<file path="config.mk">
export PLATFORM = sky130hd
export DESIGN_NAME = dmem_ctrl_flat
export DESIGN_NICKNAME = d
export VERILOG_FILES = /design/src/rtl/dmem_ctrl_if.sv /design/src/rtl/dmem_ctrl.sv /design/src/flat_wrapper.sv
export SDC_FILE = /design/constraint.sdc
export NUM_CORES = 1
export LEC_CHECK = 0
export BUFFER_PORTS_ARGS = -buffer_cell sky130_fd_sc_hd__buf_4
export CORE_MARGIN = 5
export CORE_UTILIZATION = 48
export DETAILED_ROUTE_END_ITERATION = 10
export PLACE_DENSITY = 0.82
export SLEW_MARGIN = 20
export SYNTH_ARGS = -nofsm -noshare
export SYNTH_HDL_FRONTEND = slang
export SYNTH_SLANG_ARGS = --single-unit
</file>
<file path="constraint.sdc">
create_clock -name clk -period 3.8 [get_ports clk]
set_input_delay 0.19 -clock clk [delete_from_list [all_inputs] [get_ports clk]]
set_output_delay 0.19 -clock clk [all_outputs]
set_load 0.01 [all_outputs]
</file>
<file path="src/rtl/dmem_ctrl_if.sv">
// CPU, debug and data-RAM signal bundle for dmem_ctrl.
// slave is the controller's view; master is the requesters plus the RAM.
interface dmem_ctrl_if #(
  parameter int ADDR_W = 14
);
  logic              cpu_req;
  logic              cpu_we;
  logic [31:0]       cpu_addr;
  logic [31:0]       cpu_wdata;
  logic [1:0]        cpu_size;
  logic              cpu_unsigned;
  logic              cpu_ack;
  logic [31:0]       cpu_rdata;
  logic              cpu_err;
  logic              dbg_req;
  logic              dbg_we;
  logic [31:0]       dbg_addr;
  logic [31:0]       dbg_wdata;
  logic              dbg_ack;
  logic [31:0]       dbg_rdata;
  logic              mem_we;
  logic [ADDR_W-1:0] mem_addr;
  logic [31:0]       mem_din;
  logic [31:0]       mem_dout;

  modport slave (
    input  cpu_req, cpu_we, cpu_addr, cpu_wdata, cpu_size, cpu_unsigned,
    output cpu_ack, cpu_rdata, cpu_err,
    input  dbg_req, dbg_we, dbg_addr, dbg_wdata,
    output dbg_ack, dbg_rdata,
    output mem_we, mem_addr, mem_din,
    input  mem_dout
  );

  modport master (
    output cpu_req, cpu_we, cpu_addr, cpu_wdata, cpu_size, cpu_unsigned,
    input  cpu_ack, cpu_rdata, cpu_err,
    output dbg_req, dbg_we, dbg_addr, dbg_wdata,
    input  dbg_ack, dbg_rdata,
    input  mem_we, mem_addr, mem_din,
    output mem_dout
  );
endinterface

</file>
<file path="src/rtl/dmem_ctrl.sv">
// Data-memory controller: round-robin CPU/debug arbitration, sub-word loads and
// read-modify-write stores. Define DMEM_CTRL_MISALIGN_TRAP_EN to trap misaligned CPU accesses.
module dmem_ctrl #(
  parameter int ADDR_W = 14
) (
  input logic         clk,
  input logic         rst_n,
  dmem_ctrl_if.slave  bus
);

  typedef enum logic [2:0] {IDLE, RD, DATA, WR, ACK} state_t;

  state_t            state_reg, state_next;
  logic              grant_reg;      // 1 = debug port owns the transaction
  logic              last_reg;       // 1 = debug was granted last
  logic              we_reg;
  logic [ADDR_W+1:0] addr_reg;
  logic [31:0]       wdata_reg;
  logic [1:0]        size_reg;
  logic              unsigned_reg;
  logic [31:0]       cpu_rdata_reg;
  logic [31:0]       dbg_rdata_reg;

  logic              req_any;
  logic              pick_dbg;
  logic              sel_we;
  logic [1:0]        sel_size;
  logic              sel_mis;
  logic [31:0]       load_word;
  logic [31:0]       merge_word;
  logic              unused_addr;

  assign unused_addr = ^{bus.cpu_addr[31:ADDR_W+2], bus.dbg_addr[31:ADDR_W+2], bus.dbg_addr[1:0]};

  function automatic logic [31:0] fmt_load(input logic [31:0] word, input logic [1:0] off,
                                           input logic [1:0] size, input logic uns);
    logic [7:0]  b;
    logic [15:0] h;
    b = word[8*off +: 8];
    h = off[1] ? word[31:16] : word[15:0];
    case (size)
      2'b00:   fmt_load = {{24{~uns & b[7]}}, b};
      2'b01:   fmt_load = {{16{~uns & h[15]}}, h};
      default: fmt_load = word;
    endcase
  endfunction

  function automatic logic [31:0] merge_store(input logic [31:0] word, input logic [1:0] off,
                                              input logic [1:0] size, input logic [31:0] wdata);
    merge_store = word;
    case (size)
      2'b00: merge_store[8*off +: 8] = wdata[7:0];
      2'b01: begin
        if (off[1]) merge_store[31:16] = wdata[15:0];
        else        merge_store[15:0]  = wdata[15:0];
      end
      default: merge_store = wdata;
    endcase
  endfunction

  // Tie goes to the port that was not served last.
  assign req_any  = bus.cpu_req | bus.dbg_req;
  assign pick_dbg = bus.dbg_req & (~bus.cpu_req | ~last_reg);
  assign sel_we   = pick_dbg ? bus.dbg_we : bus.cpu_we;
  assign sel_size = pick_dbg ? 2'b10 : bus.cpu_size;

`ifdef DMEM_CTRL_MISALIGN_TRAP_EN
  logic err_reg;
  assign sel_mis = ~pick_dbg & (((bus.cpu_size == 2'b01) & bus.cpu_addr[0]) |
                                (bus.cpu_size[1] & (bus.cpu_addr[1:0] != 2'b00)));
  assign bus.cpu_err = (state_reg == ACK) & ~grant_reg & err_reg;
`else
  assign sel_mis     = 1'b0;
  assign bus.cpu_err = 1'b0;
`endif

  always_comb begin
    state_next = state_reg;
    case (state_reg)
      IDLE: begin
        if (req_any) begin
          if (sel_mis)                     state_next = ACK;
          else if (sel_we && sel_size[1])  state_next = WR;
          else                             state_next = RD;
        end
      end
      RD:      state_next = DATA;
      DATA:    state_next = ACK;
      WR:      state_next = ACK;
      ACK:     state_next = IDLE;
      default: state_next = IDLE;
    endcase
  end

  always_ff @(posedge clk or negedge rst_n) begin
    if (!rst_n) begin
      state_reg     <= IDLE;
      grant_reg     <= 1'b0;
      last_reg      <= 1'b1;
      we_reg        <= 1'b0;
      addr_reg      <= '0;
      wdata_reg     <= '0;
      size_reg      <= 2'b00;
      unsigned_reg  <= 1'b0;
      cpu_rdata_reg <= '0;
      dbg_rdata_reg <= '0;
`ifdef DMEM_CTRL_MISALIGN_TRAP_EN
      err_reg       <= 1'b0;
`endif
    end else begin
      state_reg <= state_next;
      if (state_reg == IDLE && req_any) begin
        grant_reg    <= pick_dbg;
        last_reg     <= pick_dbg;
        we_reg       <= sel_we;
        size_reg     <= sel_size;
        addr_reg     <= pick_dbg ? {bus.dbg_addr[ADDR_W+1:2], 2'b00} : bus.cpu_addr[ADDR_W+1:0];
        wdata_reg    <= pick_dbg ? bus.dbg_wdata : bus.cpu_wdata;
        unsigned_reg <= pick_dbg ? 1'b0 : bus.cpu_unsigned;
`ifdef DMEM_CTRL_MISALIGN_TRAP_EN
        err_reg      <= sel_mis;
        if (sel_mis) cpu_rdata_reg <= '0;
`endif
      end
      if (state_reg == DATA && !we_reg) begin
        if (grant_reg) dbg_rdata_reg <= bus.mem_dout;
        else           cpu_rdata_reg <= load_word;
      end
    end
  end

  assign load_word  = fmt_load(bus.mem_dout, addr_reg[1:0], size_reg, unsigned_reg);
  assign merge_word = merge_store(bus.mem_dout, addr_reg[1:0], size_reg, wdata_reg);

  // Write strobe is a pure state decode so reset kills it without waiting for a clock.
  assign bus.mem_we    = (state_reg == WR) | ((state_reg == DATA) & we_reg);
  assign bus.mem_addr  = addr_reg[ADDR_W+1:2];
  assign bus.mem_din   = (state_reg == DATA) ? merge_word : wdata_reg;
  assign bus.cpu_ack   = (state_reg == ACK) & ~grant_reg;
  assign bus.dbg_ack   = (state_reg == ACK) & grant_reg;
  assign bus.cpu_rdata = cpu_rdata_reg;
  assign bus.dbg_rdata = dbg_rdata_reg;

endmodule
</file>
<file path="src/flat_wrapper.sv">
// flat-port wrapper written by rule: the top's interface ports become plain ports
module dmem_ctrl_flat 
#(
  parameter int ADDR_W = 14
)
  (clk, rst_n, bus_cpu_req, bus_cpu_we, bus_cpu_addr, bus_cpu_wdata, bus_cpu_size, bus_cpu_unsigned, bus_cpu_ack, bus_cpu_rdata, bus_cpu_err, bus_dbg_req, bus_dbg_we, bus_dbg_addr, bus_dbg_wdata, bus_dbg_ack, bus_dbg_rdata, bus_mem_we, bus_mem_addr, bus_mem_din, bus_mem_dout);
  dmem_ctrl_if #(.ADDR_W(ADDR_W)) bus_i ();
  input logic clk;
  input logic rst_n;
  input wire logic [$bits(bus_i.cpu_req)-1:0] bus_cpu_req;
  input wire logic [$bits(bus_i.cpu_we)-1:0] bus_cpu_we;
  input wire logic [$bits(bus_i.cpu_addr)-1:0] bus_cpu_addr;
  input wire logic [$bits(bus_i.cpu_wdata)-1:0] bus_cpu_wdata;
  input wire logic [$bits(bus_i.cpu_size)-1:0] bus_cpu_size;
  input wire logic [$bits(bus_i.cpu_unsigned)-1:0] bus_cpu_unsigned;
  output wire logic [$bits(bus_i.cpu_ack)-1:0] bus_cpu_ack;
  output wire logic [$bits(bus_i.cpu_rdata)-1:0] bus_cpu_rdata;
  output wire logic [$bits(bus_i.cpu_err)-1:0] bus_cpu_err;
  input wire logic [$bits(bus_i.dbg_req)-1:0] bus_dbg_req;
  input wire logic [$bits(bus_i.dbg_we)-1:0] bus_dbg_we;
  input wire logic [$bits(bus_i.dbg_addr)-1:0] bus_dbg_addr;
  input wire logic [$bits(bus_i.dbg_wdata)-1:0] bus_dbg_wdata;
  output wire logic [$bits(bus_i.dbg_ack)-1:0] bus_dbg_ack;
  output wire logic [$bits(bus_i.dbg_rdata)-1:0] bus_dbg_rdata;
  output wire logic [$bits(bus_i.mem_we)-1:0] bus_mem_we;
  output wire logic [$bits(bus_i.mem_addr)-1:0] bus_mem_addr;
  output wire logic [$bits(bus_i.mem_din)-1:0] bus_mem_din;
  input wire logic [$bits(bus_i.mem_dout)-1:0] bus_mem_dout;
  assign bus_i.cpu_req = bus_cpu_req;
  assign bus_i.cpu_we = bus_cpu_we;
  assign bus_i.cpu_addr = bus_cpu_addr;
  assign bus_i.cpu_wdata = bus_cpu_wdata;
  assign bus_i.cpu_size = bus_cpu_size;
  assign bus_i.cpu_unsigned = bus_cpu_unsigned;
  assign bus_cpu_ack = bus_i.cpu_ack;
  assign bus_cpu_rdata = bus_i.cpu_rdata;
  assign bus_cpu_err = bus_i.cpu_err;
  assign bus_i.dbg_req = bus_dbg_req;
  assign bus_i.dbg_we = bus_dbg_we;
  assign bus_i.dbg_addr = bus_dbg_addr;
  assign bus_i.dbg_wdata = bus_dbg_wdata;
  assign bus_dbg_ack = bus_i.dbg_ack;
  assign bus_dbg_rdata = bus_i.dbg_rdata;
  assign bus_mem_we = bus_i.mem_we;
  assign bus_mem_addr = bus_i.mem_addr;
  assign bus_mem_din = bus_i.mem_din;
  assign bus_i.mem_dout = bus_mem_dout;
  dmem_ctrl #(.ADDR_W(ADDR_W)) u_core (.clk(clk), .rst_n(rst_n), .bus(bus_i));
endmodule
</file>
# After elaboration in Yosys (flattened, before gate mapping)
# Index checks and enable logic that the tools add are counted.
[classes]
add_sub_neg = 1
n_eq_ne = 6
shifts = 3
n_mux = 15
n_bitwise = 13
reduce_logical = 9
[ops]
columns = ["op", "count"]
rows = [
  ["32-bit case mux with 2 select lines", 2],
  ["16-bit two-way mux", 4],
  ["32-bit two-way mux", 2],
  ["5-bit negation with 34-bit output", 1],
  ["8-bit by 34-bit variable shift with 32-bit output (first input constant)", 1],
  ["8-bit by 34-bit variable part select with 32-bit output", 1],
  ["32-bit bitwise mux", 1],
  ["32-bit by 6-bit variable part select with 8-bit output", 1],
  ["3-bit case mux with 3 select lines", 1],
  ["1-bit bitwise AND", 6],
  ["3-bit by 2-bit equality test with 1-bit output (second input constant)", 2],
  ["2-bit two-way mux", 2],
  ["1-bit NOT", 4],
  ["2-bit AND reduction", 2],
  ["3-bit by 1-bit equality test with 1-bit output (second input constant)", 1],
  ["3-bit equality test (second input constant)", 1],
  ["1-bit logical AND", 3],
  ["3-bit zero test", 1],
  ["3-bit two-way mux", 1],
  ["1-bit OR", 3],
  ["2-bit by 1-bit equality test with 1-bit output (second input constant)", 1],
  ["2-bit zero test", 1],
  ["1-bit two-way mux", 2],
  ["2-bit by 1-bit != test with 1-bit output (second input constant)", 1],
  ["2 further kinds", 2],
]
[totals]
ff_bits = 121
input_bits = 169
out_inout_bits = 114

# Longest topological paths before layout
[depth]
word_depth = 8
depth_mapped = 8
ltp_nobuf = 6

# Worst setup path after synthesis
# Ideal clock, no wire load.
[synth_path]
kind = "reg-to-output"
startpoint = "register u_core.addr_reg[1]"
endpoint = "output port bus_mem_din[10]"
t_arrival_ps = 2293
required_time_ps = 3610
setup_slack_ps = 1317
path_stages_with_launch = 8
path_buffers = 1
path_cell_list = "dfrtp_1 buf_2 clkinv_1 ha_1 and3b_1 nor3b_1 a22oi_1 o21ai_0"
[synth_between]
elab_chain_cells = 5
[synth_rtl]
columns = ["element", "line", "rtl"]
rows = [
  ["start: declaration", "dmem_ctrl.sv:17", "logic [ADDR_W+1:0] addr_reg;"],
  ["start signal: assignment", "dmem_ctrl.sv:117", "addr_reg <= pick_dbg ? {bus.dbg_addr[ADDR_W+1:2], 2'b00} : bus.cpu_addr[ADDR_W+1:0];"],
  ["5-bit negation with 34-bit output", "dmem_ctrl.sv:52", "2'b00: merge_store[8*off +: 8] = wdata[7:0];"],
  ["8-bit by 34-bit variable part select with 32-bit output / 8-bit by 34-bit variable shift with 32-bit output (equally long branches)", "dmem_ctrl.sv:52", ""],
  ["32-bit bitwise mux", "dmem_ctrl.sv:52", ""],
  ["32-bit case mux with 2 select lines (*)", "dmem_ctrl.sv:51", "case (size)"],
  ["32-bit two-way mux (*)", "dmem_ctrl.sv:138", "assign bus.mem_din = (state_reg == DATA) ? merge_word : wdata_reg;"],
  ["end: declaration", "flat_wrapper.sv:27", "output wire logic [$bits(bus_i.mem_din)-1:0] bus_mem_din;"],
]
# Every way passes the cells marked *; elsewhere a longest branch is shown, timed or not.

# Worst setup path after layout
[layout_path]
startpoint = "register u_core.addr_reg[1]"
endpoint = "output port bus_mem_din[28]"
# Same word-level chain as after synthesis.

==> results.sh <==
export IMPL_grt_overflow=0
export IMPL_cts_buffers=17
export IMPL_fp_dieArea_um2=16700
export IMPL_synth_cell_types=52
export IMPL_crit_arrival_ns=3.01
export IMPL_nets=1132
export IMPL_fill_cells=1124
export IMPL_synth_edf_count=0
export IMPL_io_pins=283
export IMPL_die_h_um=129
export IMPL_final_common_cell="buf_4"
export IMPL_path_delay_family="simple AND/OR/NAND/NOR gates"
export IMPL_hp_class="input pin to flop"
export IMPL_cts_buffer_depth=2
export IMPL_vias=6702
export IMPL_status="finished, final reports clean"
export IMPL_path_buf_inv=2
export IMPL_ff_latch_area_um2=3030
export IMPL_netlist_instances=753
export IMPL_layout_drive_gt1_share_pct=35.1
export IMPL_crit_top_cell="buf_4"
export IMPL_drt_iter0_markers=660
export IMPL_setup_viol=0
export IMPL_hold_viol_final=0
export IMPL_max_freq_ghz=0.313
export IMPL_htree_levels=4
export IMPL_cts_resized=0
export IMPL_critical_path_class="flop to output pin"
export IMPL_io_buffer_count=247
export IMPL_async_reset_ff_share_pct=100
export IMPL_hpwl_um=16800
export IMPL_slew_headroom_pct=32.5
export IMPL_dr_pass1_iters=8
export IMPL_grt_pass1_vias=6400
export IMPL_max_vdd_ir_drop_mv=0.367
export IMPL_start_kind="flop"
export IMPL_synth_seq_area_share_pct=44.4
export IMPL_cts_clk_slew_worst_paths_ns=0.05
export IMPL_yosys_warnings=0
export IMPL_cts_root_buf="clkbuf_16"
export IMPL_syn_area_um2=6820
export IMPL_crit_fanout=47
export IMPL_tns_ns=0
export IMPL_crit_chain="buf_4, ha_1, nor4bb_1, nor2b_1, a22oi_1, o21ai_0, buf_4"
export IMPL_ant_nets=0
export IMPL_crit_path_end_kind="output pin"
export IMPL_wl_per_cell_um=20.5
export IMPL_area_growth_pct=35.7
export IMPL_synth_ff_type="dfrtp_1"
export IMPL_antenna_found_initial=0
export IMPL_core_region_area_um2=13900
export IMPL_antenna_cells=0
export IMPL_clock_sinks=121
export IMPL_gp_congestion=0.943
export IMPL_critPathRequiredTime_ns=3.61
export IMPL_grt_max_degree=107
export IMPL_synth_fp_nets=927
export IMPL_rows=43
export IMPL_multiInputGateArea_um2=3380
export IMPL_post_cts_buffers=0
export IMPL_maxSlewViolCount=0
export IMPL_start_util_pct=49.0
export IMPL_clock_skew_ns=0.00613
export IMPL_worst_slew_pin_slew_ns=1.01
export IMPL_cap_violations=0
export IMPL_placedCellCount=1115
export IMPL_power_density_nw_per_um2=890
export IMPL_rsz0062_at_grt="false"
export IMPL_drc=0
export IMPL_grtUsageTotal_pct=27.9
export IMPL_vias_per_cell=5.83
export IMPL_cts_tree="yes"
export IMPL_leakagePower_nw=4.27
export IMPL_min_period_over_period_pct=84.2
export IMPL_grt_pass1_wl_um=35500
export IMPL_syn_avg_cell_area_um2=9.06
export IMPL_ys_ff_latch=121
export IMPL_final_cell_mix="buf_4 (254), nand2_1 (133), dfrtp_1 (119)"
export IMPL_die_w_um=129
export IMPL_totalWireLength_um=23600
export IMPL_stdcell_count=1149
export IMPL_layout_min_cycle_time_ns=3.20
export IMPL_clk_latency_ns=0.42
export IMPL_crit_slowest_cell="buf_4"
export IMPL_critPathMaxStageDelay_ns=0.55
final timing paths:
path / slack, ns / end / start / cells after the start
worst min-delay path: 0.03 / u_core.wdata_reg[12] / bus_dbg_wdata[12] / 3
max in group asynchronous: 2.58 / u_core.last_reg / rst_n / 3
min in group asynchronous: 0.38 / u_core.bus.dbg_rdata[2] / rst_n / 2
worst max register to register: 1.53 / u_core.bus.cpu_rdata[20] / u_core.state_reg[2] / 4
worst min register to register: 0.49 / u_core.bus.cpu_rdata[15] / u_core.bus.cpu_rdata[15] / 2
worst max-delay path: 0.60 / bus_mem_din[28] / u_core.addr_reg[1] / 7
cells by family after synthesis:
family	after synthesis	share of synthesized area [%]
other	1	0.0550
AOI/OAI and AO/OA	175	16.7
and+or+nand+nor	301	20.2
adders and majority gates	5	0.917
muxes	65	11.4
DFF	121	44.4
buffers and inverters	85	6.29
synthesized netlist by cell type (5+ instances only):
master | instances | share of area [%]
a21oi_1 | 46 | 3.4
a22o_1 | 11 | 1.4
a22oi_1 | 15 | 1.7
a31oi_1 | 49 | 4.5
buf_2 | 19 | 1.4
buf_4 | 15 | 1.7
clkbuf_1 | 31 | 1.7
dfrtp_1 | 120 | 44
ha_1 | 5 | 0.92
inv_1 | 8 | 0.44
mux2_2 | 33 | 5.4
mux2i_1 | 25 | 3.7
mux4_2 | 7 | 2.3
nand2_1 | 134 | 7.4
nand3_1 | 52 | 3.8
nor2_1 | 58 | 3.2
nor2b_1 | 11 | 1.0
nor3_1 | 22 | 1.6
o21ai_0 | 29 | 2.1
o2bb2ai_1 | 5 | 0.64
cell type report:
type	count	share of cell area (%)
clock buffer	22	5.01
clock inverter	8	1.57
inverter	12	0.487
multi-input combinational	547	36.5
sequential	121	32.7
tap	180	2.43
timing repair buffer	259	21.2
report_power, final:
part           switching [W]  internal, W
clock               0.000565      0.00112
combinational        0.00214      0.00189
sequential          0.000573      0.00196
total                0.00328      0.00496
routing by layer:
metal / wire length (µm) / track usage [%] / vias to the layer above / share of wire [%]
li1: - / - / 3090 / -
met4: 772 / 11.0 / 0 / 3.3
met1: 9000 / 35.7 / 3167 / 38
met2: 11200 / 44.4 / 380 / 48
met5: 0 / 0 / - / 0
met3: 2610 / 8.41 / 65 / 11
per-stage QoR:
stage          cell area [µm²]  hold slack [ns]  power [W]  worst slack, ns  utilization [%]
6_report                  9260           0.0271    0.00824            0.600             66.4
5_1_grt                   9260           0.0262    0.00874            0.425             66.4
4_1_cts                   9250           0.0172    0.00825            0.644             66.4
3_5_place_dp              8600            0.306    0.00653             1.11             61.7
3_3_place_gp              8600            0.304    0.00641             1.14             61.7
2_1_floorplan             6820           -0.106    0.00480             1.32                -
repair_timing:
action	4_1_cts	5_1_grt
endpoints found under the setup margin	0	0
hold buffers	4	0
hold endpoints to repair	61	0
tightest hold or removal path: cells and delay by family:
family / cells / cell delay, ns
buffers and inverters: 1 / 0.11
AO/OA/AOI/OAI: 1 / 0.07
AND/OR/NAND/NOR: 1 / 0.04
Power figures use the tool's default switching activity.
